===== config.mk =====
export PLATFORM = sky130hd
export DESIGN_NAME = pipe_adder_n
export DESIGN_NICKNAME = d
export VERILOG_FILES = /design/src/rtl/pipe_adder_n.sv
export SDC_FILE = /design/constraint.sdc
export NUM_CORES = 1
export LEC_CHECK = 0
export BUFFER_PORTS_ARGS = -buffer_cell sky130_fd_sc_hd__buf_4
export CELL_PAD_IN_SITES_DETAIL_PLACEMENT = 0
export CELL_PAD_IN_SITES_GLOBAL_PLACEMENT = 1
export CORE_MARGIN = 5
export CORE_UTILIZATION = 49
export DETAILED_ROUTE_END_ITERATION = 6
export GPL_TIMING_DRIVEN = 0
export PLACE_DENSITY = 0.83
export SETUP_SLACK_MARGIN = 0.5
export SYNTH_ARGS = -nofsm -noshare
export SYNTH_HDL_FRONTEND = slang
export SYNTH_SLANG_ARGS = --single-unit

===== constraint.sdc =====
create_clock -name clk -period 11.4 [get_ports clk]
set_input_delay 3.42 -clock clk [delete_from_list [all_inputs] [get_ports clk]]
set_output_delay 3.42 -clock clk [all_outputs]
set_load 0.02 [all_outputs]

===== src/rtl/pipe_adder_n.sv =====
// Chunked pipelined adder/subtractor with valid/ready handshake and a global advance enable.
// Optional signed saturation of the final sum when PIPE_ADDER_SAT_EN is defined.
module pipe_adder_n #(
    parameter int WIDTH = 16,
    parameter int CHUNK = 4
) (
    input  logic             clk,
    input  logic             rst,
    input  logic             in_valid,
    output logic             in_ready,
    input  logic [WIDTH-1:0] A,
    input  logic [WIDTH-1:0] B,
    input  logic             Cin,
    input  logic             sub,
    output logic             out_valid,
    input  logic             out_ready,
    output logic [WIDTH-1:0] S,
    output logic             Cout,
    output logic             Ofl
);

    localparam int STAGES = WIDTH / CHUNK;

    logic             en_s;
    logic             v_r     [STAGES];
    logic [WIDTH-1:0] a_r     [STAGES];
    logic [WIDTH-1:0] b_r     [STAGES];
    logic [WIDTH-1:0] s_r     [STAGES];
    logic             c_r     [STAGES];
    logic [CHUNK:0]   chunk_s [STAGES];
    logic [WIDTH-1:0] s_nxt_s [STAGES];
    logic             c_nxt_s [STAGES];
    logic [WIDTH-1:0] raw_sum_s;
    logic [WIDTH-1:0] res_sum_s;
    logic             raw_cout_s;
    logic             msb_cin_s;
    logic             raw_ofl_s;

    // Whole pipe advances together; a held output freezes every stage.
    assign en_s     = !out_valid || out_ready;
    assign in_ready = en_s;

    // Per-stage chunk addition: stage k fills bits of chunk k and produces its carry.
    always_comb begin
        for (int k = 0; k < STAGES; k++) begin
            chunk_s[k] = {1'b0, a_r[k][k*CHUNK +: CHUNK]}
                       + {1'b0, b_r[k][k*CHUNK +: CHUNK]}
                       + {{CHUNK{1'b0}}, c_r[k]};
            s_nxt_s[k] = s_r[k];
            s_nxt_s[k][k*CHUNK +: CHUNK] = chunk_s[k][CHUNK-1:0];
            c_nxt_s[k] = chunk_s[k][CHUNK];
        end
    end

    // Final result: carry into the MSB is recovered from the MSB sum bit and its operands.
    always_comb begin
        raw_sum_s  = s_nxt_s[STAGES-1];
        raw_cout_s = c_nxt_s[STAGES-1];
        msb_cin_s  = a_r[STAGES-1][WIDTH-1] ^ b_r[STAGES-1][WIDTH-1] ^ raw_sum_s[WIDTH-1];
        raw_ofl_s  = msb_cin_s ^ raw_cout_s;
        res_sum_s  = raw_sum_s;
`ifdef PIPE_ADDER_SAT_EN
        if (raw_ofl_s) begin
            if (a_r[STAGES-1][WIDTH-1]) begin
                res_sum_s = {1'b1, {(WIDTH-1){1'b0}}};
            end else begin
                res_sum_s = {1'b0, {(WIDTH-1){1'b1}}};
            end
        end else begin
            res_sum_s = raw_sum_s;
        end
`else
        res_sum_s = raw_sum_s;
`endif
    end

    // Stage registers and output register; B and Cin are inverted at entry for subtraction.
    always_ff @(posedge clk or posedge rst) begin
        if (rst) begin
            for (int k = 0; k < STAGES; k++) begin
                v_r[k] <= 1'b0;
                a_r[k] <= {WIDTH{1'b0}};
                b_r[k] <= {WIDTH{1'b0}};
                s_r[k] <= {WIDTH{1'b0}};
                c_r[k] <= 1'b0;
            end
            out_valid <= 1'b0;
            S         <= {WIDTH{1'b0}};
            Cout      <= 1'b0;
            Ofl       <= 1'b0;
        end else if (en_s) begin
            v_r[0] <= in_valid;
            a_r[0] <= A;
            b_r[0] <= sub ? ~B : B;
            s_r[0] <= {WIDTH{1'b0}};
            c_r[0] <= sub ? ~Cin : Cin;
            for (int k = 1; k < STAGES; k++) begin
                v_r[k] <= v_r[k-1];
                a_r[k] <= a_r[k-1];
                b_r[k] <= b_r[k-1];
                s_r[k] <= s_nxt_s[k-1];
                c_r[k] <= c_nxt_s[k-1];
            end
            out_valid <= v_r[STAGES-1];
            S         <= res_sum_s;
            Cout      <= raw_cout_s;
            Ofl       <= raw_ofl_s;
        end else begin
            out_valid <= out_valid;
        end
    end

endmodule


After elaboration in Yosys (flattened, before gate mapping):

Cells that the tools add are included.

* output and inout bits: 20
* memories kept: 0
* input port bits: 38
* memory bits (read-only): 0
* logic and storage cells: 40
* bits in writable memories: 0
* register bits: 179
* latch bits: 0

* divide/modulo/power cells: 0
* magnitude comparators: 0
* shifts and indexed selects: 0
* bitwise logic cells: 5
* reduce and logical (&&, ||, !) cells: 2
* eq/ne operators: 0
* multiplexer cells: 2
* $add $sub $neg: 8
* $mul: 0

Operator list (number)
* $add A4 B4 Y5: 4
* $add A5 B1 Y5: 4
* $mux W16: 1
* $not A16 Y16: 1
* $xor A1 B1 Y1: 3
* $logic_not A1 Y1: 1
* $logic_or A1 B1 Y1: 1
* $mux W1: 1
* $not A1 Y1: 1

Logic depth before layout (Yosys ltp):

Gate-level depths: netlist (run 1).

* depth after elaboration: 4
* mapped depth: 7
* depth with buffers taken out: 6

Least setup slack after synthesis (run 1):

No wires, ideal clock.

* path kind: input -> output
* start point: in out_ready
* end point: out in_ready
* stages: 5
* buffers on the path: 3
* data required time: 7.980 ns
* setup slack: 4.022 ns
* arrival time: 3.958 ns
* cells stage by stage: nor2b_2 -> buf_6 -> inv_4 -> buf_6 -> buf_8

* longest elaborated chain between the ends: 1

Ends and longest elaborated chain
* start: declaration: RTL line 16 `input logic out_ready,`
* $logic_or A1 B1 Y1: RTL line 40 `assign en_s = !out_valid || out_ready;`
* end: declaration: RTL line 10 `output logic in_ready,`

Every way passes these cells.

Final worst setup path (run 1):

Same ends and word-level chain as after synthesis.

==> out/results.txt, run 1 <==
DRT iter0 DRCs - 288
PostCTS Resize Cnt - 0
Post-CTS Hold Buffers - 0
RSZ-0062 raised after global routing - no
Core Box Area - 11300 µm²
Die ar. - 13700 µm²
Peak supply drop - 0.153 mV
Compound-gate portion of the synthesized area - 5.25%
Htree depth - 4
Critical Path End Type - output pin
Largest family of logic cells by synthesized area - simple AND/OR/NAND/NOR gates
Cell Chain, Critical Path - buf_4 > nor2b_2 > buf_6 > inv_4 > buf_6 > buf_8 > buf_4
Synthesized cell area - 5620 µm²
Slew Viols, Final - 0
Gr usage total - 19.1%
Post-Synth XOR/XNOR Area - 3.90%
Die W - 117 µm
Clock root buffer - clkbuf_16
Setup Viol. Count Final - 0
Ant. Diodes - 0
Largest net degree at the start of global routing - 98
Antenna violations before repair - 0
GR Overflow Total - 0
CP startpoint - out_ready
Worst EP arrival - 4.31 ns
Internal - 1.28 mW
Post-DP HPWL - 8.02 mm
# rows - 39
Seq/Total Area, Yosys - 58.3%
Clk_lat worst skew - 0.41 ns
Antenna-violating nets left - 0
Cell variety after synth - 22
WL/cell - 14.0 µm
Routed via count - 3909
Total Wirelength - 11.6 mm
Syn. warnings - 0
Final Hold Vio Count - 0
Vias in the first global route - 3999
Yosys reg bits - 131
Layout cells sized above 1 - 18.8%
CP max stage cell - buf_8
Router iterations before antenna repair - 4
Gate power share - 34.1%
Clock power share - 25.8%
Rel. slew slack - 64.2%
Final-stage net count - 726
Max-cap violations - 0
Starting Density - 49.6%
Postcts setup bufs - 0
Worst-Margin Slew - 0.537 ns
Vias per cell - 4.74
P per Cell Area - 291 nW/µm²
Hold Startpoint - b_r[31]$_DFFE_PP0P_
Final GP Congestion - 0.757
Required time worst endpoint - 7.98 ns
Clock Skew - 0.00693 ns
Layout Area Growth over Synthesis - 21.3%
R2r startpoint - a_r[12]$_DFFE_PP0P_
Maximum operating frequency - 129 MHz
Setup_tns - 0 ns
CP startpoint kind - input pin
Post-route DRC - 0
Fin crit share - 67.8%
Commonest non-fill, non-tap cells in the layout - nand2_1, dfrtp_1, buf_4, o21ai_0, xnor2_1
Kind of critical path - input pin to output pin
Leakage - 3.56 nW
Switching share of total power - 35.6%
Num ports - 58
NetSw - 0.707 mW
Synthesized area per cell - 9.49 µm²
CTS buffer count - 17
Synth Net Count - 650
Status - completed
Setup WS pre-CTS - 3.67 ns
Clock Pin Slew Worst Setup and Hold Paths - 0.06 ns
Die height - 117 µm
CTS tree - built
Post-synthesis mux area share - 0%
First-pass GRT wire length - 19.7 mm
Setup ws final - 3.67 ns
Reg power frac - 40.1%
Minimum clock period - 7.73 ns
Clock sinks - 131
Post-synthesis adder-cell area fraction - 5.52%
Crit-path max FO - 10
Synth Instances - 592
Count of input and output buffers - 56
Commonest non-fill, non-tap cell in the layout - nand2_1
Simple-gate share of the synthesized area - 22.0%
CTS max path bufs - 2
Slowest cell delay on critical path - 0.16 ns
Hold Crit Class - register to register
## power by group through the flow
| stage | sequential, mW | combinational [mW] | clock (mW) |
|---|---|---|---|
| 3_3_place_gp | 0.796 | 0.664 | 0 |
| 2_1_floorplan | 0.811 | 0.461 | 0 |
| 5_1_grt | 0.822 | 0.784 | 0.543 |
| 6_report | 0.795 | 0.677 | 0.512 |
| 4_1_cts | 0.796 | 0.690 | 0.521 |
| 3_5_place_dp | 0.802 | 0.685 | 0 |
## path summary, 6_finish.rpt
path                       slack, ns  cells past startpoint             endpoint
max                             3.67                      7             in_ready
min                             0.46                      2  b_r[31]$_DFFE_PP0P_
max reg2reg                     9.38                      6      Ofl$_DFFE_PP0P_
min reg2reg                     0.46                      2  b_r[31]$_DFFE_PP0P_
max in group asynchronous       7.63                      3  a_r[61]$_DFFE_PP0P_
min in group asynchronous       2.98                      2  b_r[59]$_DFFE_PP0P_
## stage by stage
step / std cells / power, mW / hold slack [ns] / utilization [%] / instance area (µm²)
after floorplan: 592 / 1.27 / 0.430 / - / 5620
after global placement: 791 / 1.46 / 0.448 / 54.9 / 6220
after detailed placement: 792 / 1.49 / 0.455 / 55.2 / 6250
after CTS: 824 / 2.01 / 0.469 / 60.2 / 6820
after global routing: 824 / 2.15 / 0.484 / 60.2 / 6820
final: 824 / 1.98 / 0.463 / 60.2 / 6820
## synth_stat cells, drive strengths merged
library cell,n,area (µm²)
fa,8,160
o21ai,30,150
nor2b,3,21.3
inv,9,36.3
nand2,312,1170
buf,28,233
a21oi,14,100
clkbuf,3,11.3
xnor2,19,166
dfrtp,131,3280
ha,12,150
xor2,6,52.6
nand2b,1,6.26
a21o,6,45.0
nor2,10,37.5
## sequential cells by signal (all words and copies together) (netlist names)
name,flops
c_r,4
Cout,1
s_nxt_s,12
out_valid,1
b_r,40
S,16
Ofl,1
a_r,40
v_r,4
raw_sum_s,12
## routing by layer
metal,part of all wire [%],vias to the layer above,track usage (%)
li1,-,1985,-
met1,47,1829,25.6
met2,46,79,29.5
met3,4.5,16,5.35
met4,2.3,0,7.95
met5,0,-,0
## cell families after synthesis
group	after synthesis
and+or+nand+nor	326
buffers and inverters	40
xor gates and xnor gates	25
AOI/OAI and AO/OA	50
DFF	131
adders and majority gates	20
## cell type report
type / count / area [µm²]
Fill cell: 1028 / 4510
Sequential cell: 131 / 3280
Timing Repair Buffer: 57 / 448
Buffer: 31 / 244
Inverter: 9 / 41.3
Multi-Input combinational cell: 421 / 2060
Tap cell: 143 / 179
Clock inverter: 13 / 111
Clock buffer: 19 / 453
## critical path: cells and delay by family
kind	cells	cell delay (ns)
buffers and inverters	6	0.77
AND/OR/NAND/NOR	1	0.11
Power figures use the tool's default switching activity.
==> run 2: changes to the inputs <==
- CORE_UTILIZATION: 49 -> 41
- PLACE_DENSITY: 0.83 -> 0.74
- clock period: 11.4 -> 6.9 ns (I/O delays scaled with it)
==> out/results.txt, run 2 (same netlist as run 1, synthesis figures left out) <==
Status - completed
Slowest cell delay on critical path - 0.16 ns
Final Hold Vio Count - 0
Vias in the first global route - 4052
Setup ws final - 1.88 ns
Non-filler instance count after layout - 855
Minimum clock period - 5.02 ns
Critical Path End Type - output pin
Post-CTS Hold Buffers - 0
Starting Density - 42.1%
CP max stage cell - buf_8
Crit-path max FO - 10
Leakage - 3.57 nW
Commonest non-fill, non-tap cells in the layout - nand2_1, dfrtp_1, buf_4, o21ai_0, xnor2_1
Post-DP HPWL - 8.30 mm
CP startpoint kind - input pin
Setup WS pre-CTS - 1.87 ns
Top flop regs - a_r x40, b_r x40, S x16
DRT iter0 DRCs - 160
P per Cell Area - 478 nW/µm²
Final-stage net count - 726
Kind of critical path - input pin to output pin
Clk_lat worst skew - 0.41 ns
Clock Skew - 0.00468 ns
Total power - 3.28 mW
Required time worst endpoint - 4.83 ns
GR Overflow Total - 0
Rel. slew slack - 65.4%
Total Wirelength - 11.7 mm
Critical path buffers and inverters - 6
PostCTS Resize Cnt - 0
Core Util, Final - 51.3%
Post-Place Cells - 825
Max-cap violations - 0
CP top delay family - buffers and inverters
Hold Crit Class - register to register
WL/cell - 13.6 µm
CTS buffer count - 17
Antenna violations before repair - 0
Filler instances - 1304
Commonest non-fill, non-tap cell in the layout - nand2_1
CTS tree - built
Hold slack - 0.462 ns
Setup_tns - 0 ns
Cell Chain, Critical Path - buf_4 > nor2b_2 > buf_6 > inv_4 > buf_6 > buf_8 > buf_4
Fin crit share - 72.8%
Layout cells sized above 1 - 18.4%
Die height - 127 µm
Ant. Diodes - 0
Worst-Margin Slew - 0.518 ns
Layout Area Growth over Synthesis - 21.9%
Largest net degree at the start of global routing - 92
Setup Viol. Count Final - 0
RSZ-0062 raised after global routing - no
Peak supply drop - 0.204 mV
Antenna-violating nets left - 0
Count of input and output buffers - 56
Slew Viols, Final - 0
Routed via count - 3902
Gr usage total - 15.6%
Worst EP arrival - 2.95 ns
First-pass GRT wire length - 19.9 mm
Core Box Area - 13300 µm²
Maximum operating frequency - 199 MHz
Cell area after layout - 6850 µm²
Vias per cell - 4.56
Clock root buffer - clkbuf_16
Clock Pin Slew Worst Setup and Hold Paths - 0.05 ns
Postcts setup bufs - 0
Cell Area, Placed - 6290 µm²
# rows - 42
Post-route DRC - 0
Die W - 127 µm
CTS max path bufs - 2
Final GP Congestion - 0.803
Htree depth - 4
Die ar. - 16100 µm²
Clock sinks - 131
Router iterations before antenna repair - 4
Num ports - 58
[run 2: worst paths after layout]
check                                    start  slack, ns  cells past startpoint                   to
setup / recovery                     out_ready       1.88                      7             in_ready
hold / removal               S[10]$_DFFE_PP0P_       0.46                      2    S[10]$_DFFE_PP0P_
setup reg to reg           a_r[12]$_DFFE_PP0P_       4.80                      6      Ofl$_DFFE_PP0P_
hold reg to reg              S[10]$_DFFE_PP0P_       0.46                      2    S[10]$_DFFE_PP0P_
max in group asynchronous                  rst       4.45                      3  a_r[53]$_DFFE_PP0P_
min in group asynchronous                  rst       1.67                      2  a_r[13]$_DFFE_PP0P_
[run 2: per-layer routing]
metal,vias up,share of wire [%],global-route usage (%)
li1,1981,-,-
met1,1827,46,20.3
met2,70,47,25.2
met3,24,4.9,4.17
met4,0,1.9,5.80
met5,-,0,0
[run 2: report_power, final]
part	switching (mW)	internal [mW]
registers	0.200	1.11
logic	0.639	0.487
clock network	0.307	0.529
[run 2: tightest hold or removal path, cell delays in order, from the launching register on]
cell     delay, ns
dfrtp_1       0.33
nand2_1       0.05
nand2_1       0.05
[run 2: layout make-up]
class,instances,area [µm²],share of cell area (%)
Sequential cell,131,3280,47.8
Multi-Input combinational cell,421,2060,30.1
Clock buffer,26,539,7.87
Timing Repair Buffer,57,448,6.54
Buffer,31,244,3.56
Tap cell,176,220,3.21
Inverter,9,41.3,0.603
Clock inverter,4,20.0,0.292
